[src/rtl/encoder_8b10b.sv]
// Registered IBM 8b/10b encoder with running-disparity tracking and K-character support.
// Define ENC8B10B_KIN_ERR_EN to enable the illegal-K checker driving kin_err.
module encoder_8b10b (
  input  logic       clk,
  input  logic       rst,
  input  logic       en,
  input  logic       kin,
  input  logic [7:0] din,
  output logic [9:0] dout,
  output logic       disp,
  output logic       kin_err
);

  logic [9:0] dout_q, dout_d;
  logic       disp_q, disp_d;
  logic [4:0] x;
  logic [2:0] y;
  logic       k_legal;
  logic       rd, rd6, rd4;
  logic       flip6, flip4, use_a7;
  logic [5:0] six_n, six;
  logic [3:0] four_n, four;
  logic [2:0] n6, n4;

  function automatic logic [2:0] ones6(input logic [5:0] v);
    logic [2:0] n;
    n = '0;
    for (int unsigned i = 0; i < 6; i++) n = n + {2'b00, v[i]};
    return n;
  endfunction

  function automatic logic [2:0] ones4(input logic [3:0] v);
    logic [2:0] n;
    n = '0;
    for (int unsigned i = 0; i < 4; i++) n = n + {2'b00, v[i]};
    return n;
  endfunction

  assign x  = din[4:0];
  assign y  = din[7:5];
  assign rd = disp_q;

  assign k_legal = kin && ((x == 5'd28) ||
                   ((y == 3'd7) && ((x == 5'd23) || (x == 5'd27) ||
                                    (x == 5'd29) || (x == 5'd30))));

  always_comb begin
    six_n = '0;
    unique case (x)
      5'd0:  six_n = 6'b100111;  5'd1:  six_n = 6'b011101;
      5'd2:  six_n = 6'b101101;  5'd3:  six_n = 6'b110001;
      5'd4:  six_n = 6'b110101;  5'd5:  six_n = 6'b101001;
      5'd6:  six_n = 6'b011001;  5'd7:  six_n = 6'b111000;
      5'd8:  six_n = 6'b111001;  5'd9:  six_n = 6'b100101;
      5'd10: six_n = 6'b010101;  5'd11: six_n = 6'b110100;
      5'd12: six_n = 6'b001101;  5'd13: six_n = 6'b101100;
      5'd14: six_n = 6'b011100;  5'd15: six_n = 6'b010111;
      5'd16: six_n = 6'b011011;  5'd17: six_n = 6'b100011;
      5'd18: six_n = 6'b010011;  5'd19: six_n = 6'b110010;
      5'd20: six_n = 6'b001011;  5'd21: six_n = 6'b101010;
      5'd22: six_n = 6'b011010;  5'd23: six_n = 6'b111010;
      5'd24: six_n = 6'b110011;  5'd25: six_n = 6'b100110;
      5'd26: six_n = 6'b010110;  5'd27: six_n = 6'b110110;
      5'd28: six_n = 6'b001110;  5'd29: six_n = 6'b101110;
      5'd30: six_n = 6'b011110;  5'd31: six_n = 6'b101011;
      default: six_n = '0;
    endcase
    if (k_legal && (x == 5'd28)) six_n = 6'b001111;

    // Table holds the RD- column; the RD+ column is its complement for every
    // unbalanced code plus the disparity-dependent D7 pattern.
    flip6 = (ones6(six_n) != 3'd3) || (six_n == 6'b111000);
    six   = (rd && flip6) ? ~six_n : six_n;
    n6    = ones6(six);
    rd6   = (n6 == 3'd4) ? 1'b1 : (n6 == 3'd2) ? 1'b0 : rd;

    use_a7 = (y == 3'd7) &&
             (k_legal ||
              (!rd6 && ((x == 5'd17) || (x == 5'd18) || (x == 5'd20))) ||
              ( rd6 && ((x == 5'd11) || (x == 5'd13) || (x == 5'd14))));

    four_n = '0;
    unique case (y)
      3'd0: four_n = 4'b1011;
      3'd1: four_n = 4'b1001;
      3'd2: four_n = 4'b0101;
      3'd3: four_n = 4'b1100;
      3'd4: four_n = 4'b1101;
      3'd5: four_n = 4'b1010;
      3'd6: four_n = 4'b0110;
      3'd7: four_n = use_a7 ? 4'b0111 : 4'b1110;
      default: four_n = '0;
    endcase

    flip4 = (ones4(four_n) != 3'd2) || (four_n == 4'b1100);
    four  = (rd6 && flip4) ? ~four_n : four_n;
    // K28.1/.2/.5/.6 use the complement of the balanced data code at RD-.
    if (k_legal && ((y == 3'd1) || (y == 3'd2) || (y == 3'd5) || (y == 3'd6)))
      four = rd6 ? four_n : ~four_n;
    n4  = ones4(four);
    rd4 = (n4 == 3'd3) ? 1'b1 : (n4 == 3'd1) ? 1'b0 : rd6;

    dout_d = {six, four};
    disp_d = rd4;
  end

  always_ff @(posedge clk or negedge rst) begin
    if (!rst) begin
      dout_q <= '0;
      disp_q <= 1'b0;
    end else if (en) begin
      dout_q <= dout_d;
      disp_q <= disp_d;
    end
  end

  assign dout = dout_q;
  assign disp = disp_q;

`ifdef ENC8B10B_KIN_ERR_EN
  logic kin_err_q, kin_err_d;

  assign kin_err_d = kin && !k_legal;

  always_ff @(posedge clk or negedge rst) begin
    if (!rst)    kin_err_q <= 1'b0;
    else if (en) kin_err_q <= kin_err_d;
  end

  assign kin_err = kin_err_q;
`else
  assign kin_err = 1'b0;
`endif

endmodule

[config.mk]
export PLATFORM = sky130hd
export DESIGN_NAME = encoder_8b10b
export DESIGN_NICKNAME = d
export VERILOG_FILES = /design/src/rtl/encoder_8b10b.sv
export SDC_FILE = /design/constraint.sdc
export NUM_CORES = 1
export LEC_CHECK = 0
export BUFFER_PORTS_ARGS = -buffer_cell sky130_fd_sc_hd__buf_4
export CORE_ASPECT_RATIO = 0.9
export CORE_MARGIN = 10
export CORE_UTILIZATION = 58
export CTS_BUF_LIST = sky130_fd_sc_hd__clkbuf_16
export DETAILED_ROUTE_END_ITERATION = 6
export GPL_ROUTABILITY_DRIVEN = 1
export MAX_ROUTING_LAYER = met4
export PLACE_DENSITY = 0.92
export SETUP_SLACK_MARGIN = 0.3
export SYNTH_ARGS = -nofsm -noshare
export SYNTH_HDL_FRONTEND = slang
export SYNTH_SLANG_ARGS = --single-unit
[constraint.sdc]
create_clock -name clk -period 9.3 [get_ports clk]
set_input_delay 2.79 -clock clk [delete_from_list [all_inputs] [get_ports clk]]
set_output_delay 2.79 -clock clk [all_outputs]
set_load 0.05 [all_outputs]
==> flow_summary_export.csv, run 1 <==
group,metric,value,unit
yosys,synth_top_family_by_area,"compound AO/OA/AOI/OAI gates",
yosys,yosysTopAreaCellShare,15.87,%
timing,grt_repair_worst_endpoint,"disp$_DFFE_PN0P_/D",
run_status,error,"[ERROR DPL-0038] Utilization greater than 100%, impossible to legalize",
run_status,failed_stage,"5_1_grt",
yosys,ys_ff_latch,11,
yosys,synth-xor-area-share,4.545,%
clocking,cts_max_path_buffers,2,
yosys,syn-mean-instance-area,8.142,um2
yosys,synth-compound-area-share,23.52,%
clocking,cts_made_buffers,3,
placed_design,dp_hpwl,4759,um
yosys,yosysMostFrequentCell,"inv_1",
yosys,syn_nets,250,
die,std_cell_rows,18,
clocking,hold_buffers,0,
clocking,htree_levels,1,
clocking,clock_sinks,11,
die,ios,24,
die,start_util,61.60,%
yosys,yosysSeqAreaShare,15.87,%
die,die_w,77.64,um
yosys,netlist_area,0.001734,mm2
yosys,synth_cell_type_count,59,
run_status,status,"stopped before the end",
yosys,netlist_top_cells_area,"dfrtp_1 (16%), ha_1 (13%), fa_1 (8.1%), a21oi_1 (4.9%), inv_1 (4.1%)",
yosys,synth_fa_ha_area_share,21.65,%
yosys,synth_largest_area_cell,"dfrtp_1",
yosys,ys_top_cells_by_count,"inv_1 (19), ha_1 (18), a21oi_1 (17)",
placed_design,place.gp.congestion,0.9848,
yosys,synthCells,213,
yosys,yosys.area_share.simple,18.83,%
timing,endpoint_type,"register input",
yosys,synthArstFlopShare,100.0,%
global_route,grt_max_degree,17,
yosys,synthMuxAreaShare,6.782,%
yosys,yosys_warnings,0,
clocking,cts-root-buf,"clkbuf_16",
placed_design,io_buffers,22,
yosys,ys.flop_type,"dfrtp_1",
placed_design,dp_slack,-2916,ps
yosys,synth-edff-count,0,
die,die-height,71.88,um
-- through the flow --
stage,area [um2],cells,utilization [%]
floorplan,1844,213,-
global placement,2400,315,85.24
detailed placement,2400,315,85.24
CTS,2686,331,95.42
-- kinds of logic after synthesis --
family	after synthesis
xor+xnor	9
compound gates	58
fa+ha+maj	26
other cells	1
flops	11
mux	11
buf+inv	34
simple gates	63
-- repair_timing --
action | 4_1_cts
pin swaps | 31
setup endpoints to repair | 5
resized for setup | 28
setup buffers | 12
==> inputs of run 2 (changes only) <==
==> config.mk (replaced) <==
export PLATFORM = sky130hd
export DESIGN_NAME = encoder_8b10b
export DESIGN_NICKNAME = d
export VERILOG_FILES = /design/src/rtl/encoder_8b10b.sv
export SDC_FILE = /design/constraint.sdc
export NUM_CORES = 1
export LEC_CHECK = 0
export BUFFER_PORTS_ARGS = -buffer_cell sky130_fd_sc_hd__buf_4
export CORE_MARGIN = 10
export CORE_UTILIZATION = 40
export DETAILED_ROUTE_END_ITERATION = 6
export GPL_ROUTABILITY_DRIVEN = 1
export PLACE_DENSITY_LB_ADDON = 0.15
export SYNTH_ARGS = -nofsm -noshare
export SYNTH_HDL_FRONTEND = slang
export SYNTH_SLANG_ARGS = --single-unit
==> run 2 against run 1 <==
Compared with the run above: the flow now finishes, with violations (setup timing); synthesized cell count stayed put; area after synthesis stayed put.
==> flow_summary_export.csv, run 2 <==
group,metric,value,unit
worst_hold_path,hold_depth,1,
setup_path,crit_type,"input port to flip-flop",
setup_path,cpMaxStageDelayCell,"fa_1",
timing,slew_headroom,65.71,%
finish,drive_above_1_share,46.21,%
routing,drc,0,
yosys,synthMuxAreaShare,6.782,%
finish,fillers,371,
yosys,netlist_top_cells_area,"dfrtp_1 (16%), ha_1 (13%), fa_1 (8.1%), a21oi_1 (4.9%), inv_1 (4.1%)",
yosys,yosysMostFrequentCell,"inv_1",
timing,worst_pin_slew,509.6,ps
global_route,antenna_found_initial,0,
timing,max_freq,88.22,MHz
global_route,grt_pass1_vias,1882,
setup_path,slowest_delay,550,ps
yosys,synth_largest_area_cell,"dfrtp_1",
routing,antenna_left,0,
run_status,status,"finished with violations",
finish,utilization,64.39,%
placed_design,dp_slack,-2551,ps
yosys,yosys_warnings,0,
global_route,grt_max_degree,17,
yosys,ys_ff_latch,11,
yosys,syn-mean-instance-area,8.142,um2
finish,largest_reg_flops,10,
placed_design,place.gp.congestion,0.8802,
yosys,synth_fa_ha_area_share,21.65,%
routing,viasPerCell,5.200,
setup_path,rr_worst_depth,30,
clocking,clock_sinks,11,
yosys,ys.flop_type,"dfrtp_1",
routing,wl,4713,um
clocking,htree_levels,1,
routing,post_drt_wl_per_cell,13.86,um
timing,fin_crit_sh,121.9,%
yosys,netlist_area,0.001734,mm2
finish,layout_commonest_cell,"buf_4",
setup_path,path_depth,43,
die,start_util,42.44,%
die,coreArea,0.004086,mm2
finish,insertedDiodeCount,0,
yosys,synthCells,213,
clocking,insertion_delay,240,ps
die,ios,24,
yosys,synth_top_family_by_area,"compound AO/OA/AOI/OAI gates",
yosys,yosysTopAreaCellShare,15.87,%
routing,vias,1768,
setup_path,path_delay_family,"adder cells",
setup_path,cp-end-kind,"flip-flop",
yosys,ys_top_cells_by_count,"inv_1 (19), ha_1 (18), a21oi_1 (17)",
timing,setup_violations,5,
clocking,cts-root-buf,"clkbuf_8",
setup_path,timing.critical_path.buf_inv,9,
die,std_cell_rows,23,
timing,finClkSkew,2.247,ps
finish,syn2layout_area_growth,51.73,%
global_route,track_usage,13.11,%
yosys,synth-xor-area-share,4.545,%
timing,setup_slack,-2036,ps
clocking,hold_buffers,0,
setup_path,start_kind,"input port",
timing,min_period,11340,ps
finish,layout_common_cells,"buf_4 (80), nand2_1 (15), nor2_1 (15)",
clocking,cts_tree,"done",
setup_path,critical_path_required,9420,ps
routing,drt_first_pass_iters,4,
yosys,synth-compound-area-share,23.52,%
setup_path,arrival,11460,ps
timing,rsz0062_at_grt,"yes",
worst_hold_path,min_path_type,"flip-flop to flip-flop",
clocking,cts_max_path_buffers,2,
yosys,synth_cell_type_count,59,
placed_design,dp_hpwl,3753,um
yosys,synthArstFlopShare,100.0,%
die,die-height,85.85,um
placed_design,io_buffers,22,
finish,nets,328,
run_status,violations,"setup timing",
global_route,grt-ovfl-total,0,
setup_path,path_max_fanout,5,
yosys,syn_nets,250,
timing,finalHoldViolations,0,
die,dieArea,0.007369,mm2
setup_path,cp_common_cell,"fa_1",
global_route,grt_pass1_wl,8369,um
yosys,yosysSeqAreaShare,15.87,%
clocking,cts.clk_slew.worst_paths,50,ps
clocking,cts_made_buffers,3,
yosys,yosys.area_share.simple,18.83,%
timing,slew_violations,0,
yosys,synth-edff-count,0,
routing,dr.first_iter.drc_count,84,
job,drv_cap,0,
die,die_w,85.85,um
==> run 2: cell counts after synthesis <==
No cell type changed its count.
==> run 2: logic make-up after synthesis <==
group / after synthesis
XOR/XNOR: 9
AO/OA/AOI/OAI: 58
buffers and inverters: 34
flip-flops: 11
AND/OR/NAND/NOR: 63
multiplexers: 11
adder cells (fa/ha/maj): 26
other: 1
==> run 2: cell type report <==
cell class | instances | area, um2 | area share, %
well taps | 50 | 62.56 | 2.378
inverters | 21 | 86.33 | 3.281
repair buffers | 86 | 671.9 | 25.53
multi-input cells | 168 | 1490 | 56.63
clock buffers | 4 | 45.04 | 1.712
flip-flops and latches | 11 | 275.3 | 10.46
==> run 2: per-stage QoR <==
step	cells	cell area [um2]	hold WS [ps]	setup TNS [ps]
floorplan	213	1844	773.5	-6749
global placement	327	2415	490.1	-8217
detailed placement	327	2415	503.3	-8664
CTS	340	2586	517.6	-6959
global route	340	2631	538.2	-8618
finish	340	2631	516.4	-6504
==> run 2: final timing paths <==
path,from,slack (ps),endpoint
setup reg to reg,disp,2760,disp
hold / removal,dout[8],520,dout[8]
min in group asynchronous,rst,2370,dout[5]
setup / recovery,din[1],-2040,disp
max in group asynchronous,rst,6790,dout[6]
hold reg to reg,dout[8],520,dout[8]
==> run 2: metal layers <==
| metal | GRT usage [%] | vias to the layer above | wire length (um) |
|---|---|---|---|
| met5 | 0 | - | 0 |
| met4 | 4.192 | 0 | 44 |
| met3 | 2.365 | 5 | 215 |
| met2 | 20.91 | 37 | 2165 |
| met1 | 17.31 | 829 | 2287 |
| li1 | - | 897 | - |
==> run 2: what timing repair did <==
item	in CTS	in global routing
endpoints found under the setup margin	5	5
pin swaps	17	7
buffers inserted	11	4
resized for setup	16	13
Power of run 2 is left out: the tool's default activity adds up to more than one toggle a clock period on the data nets, which glitch-free logic cannot reach.
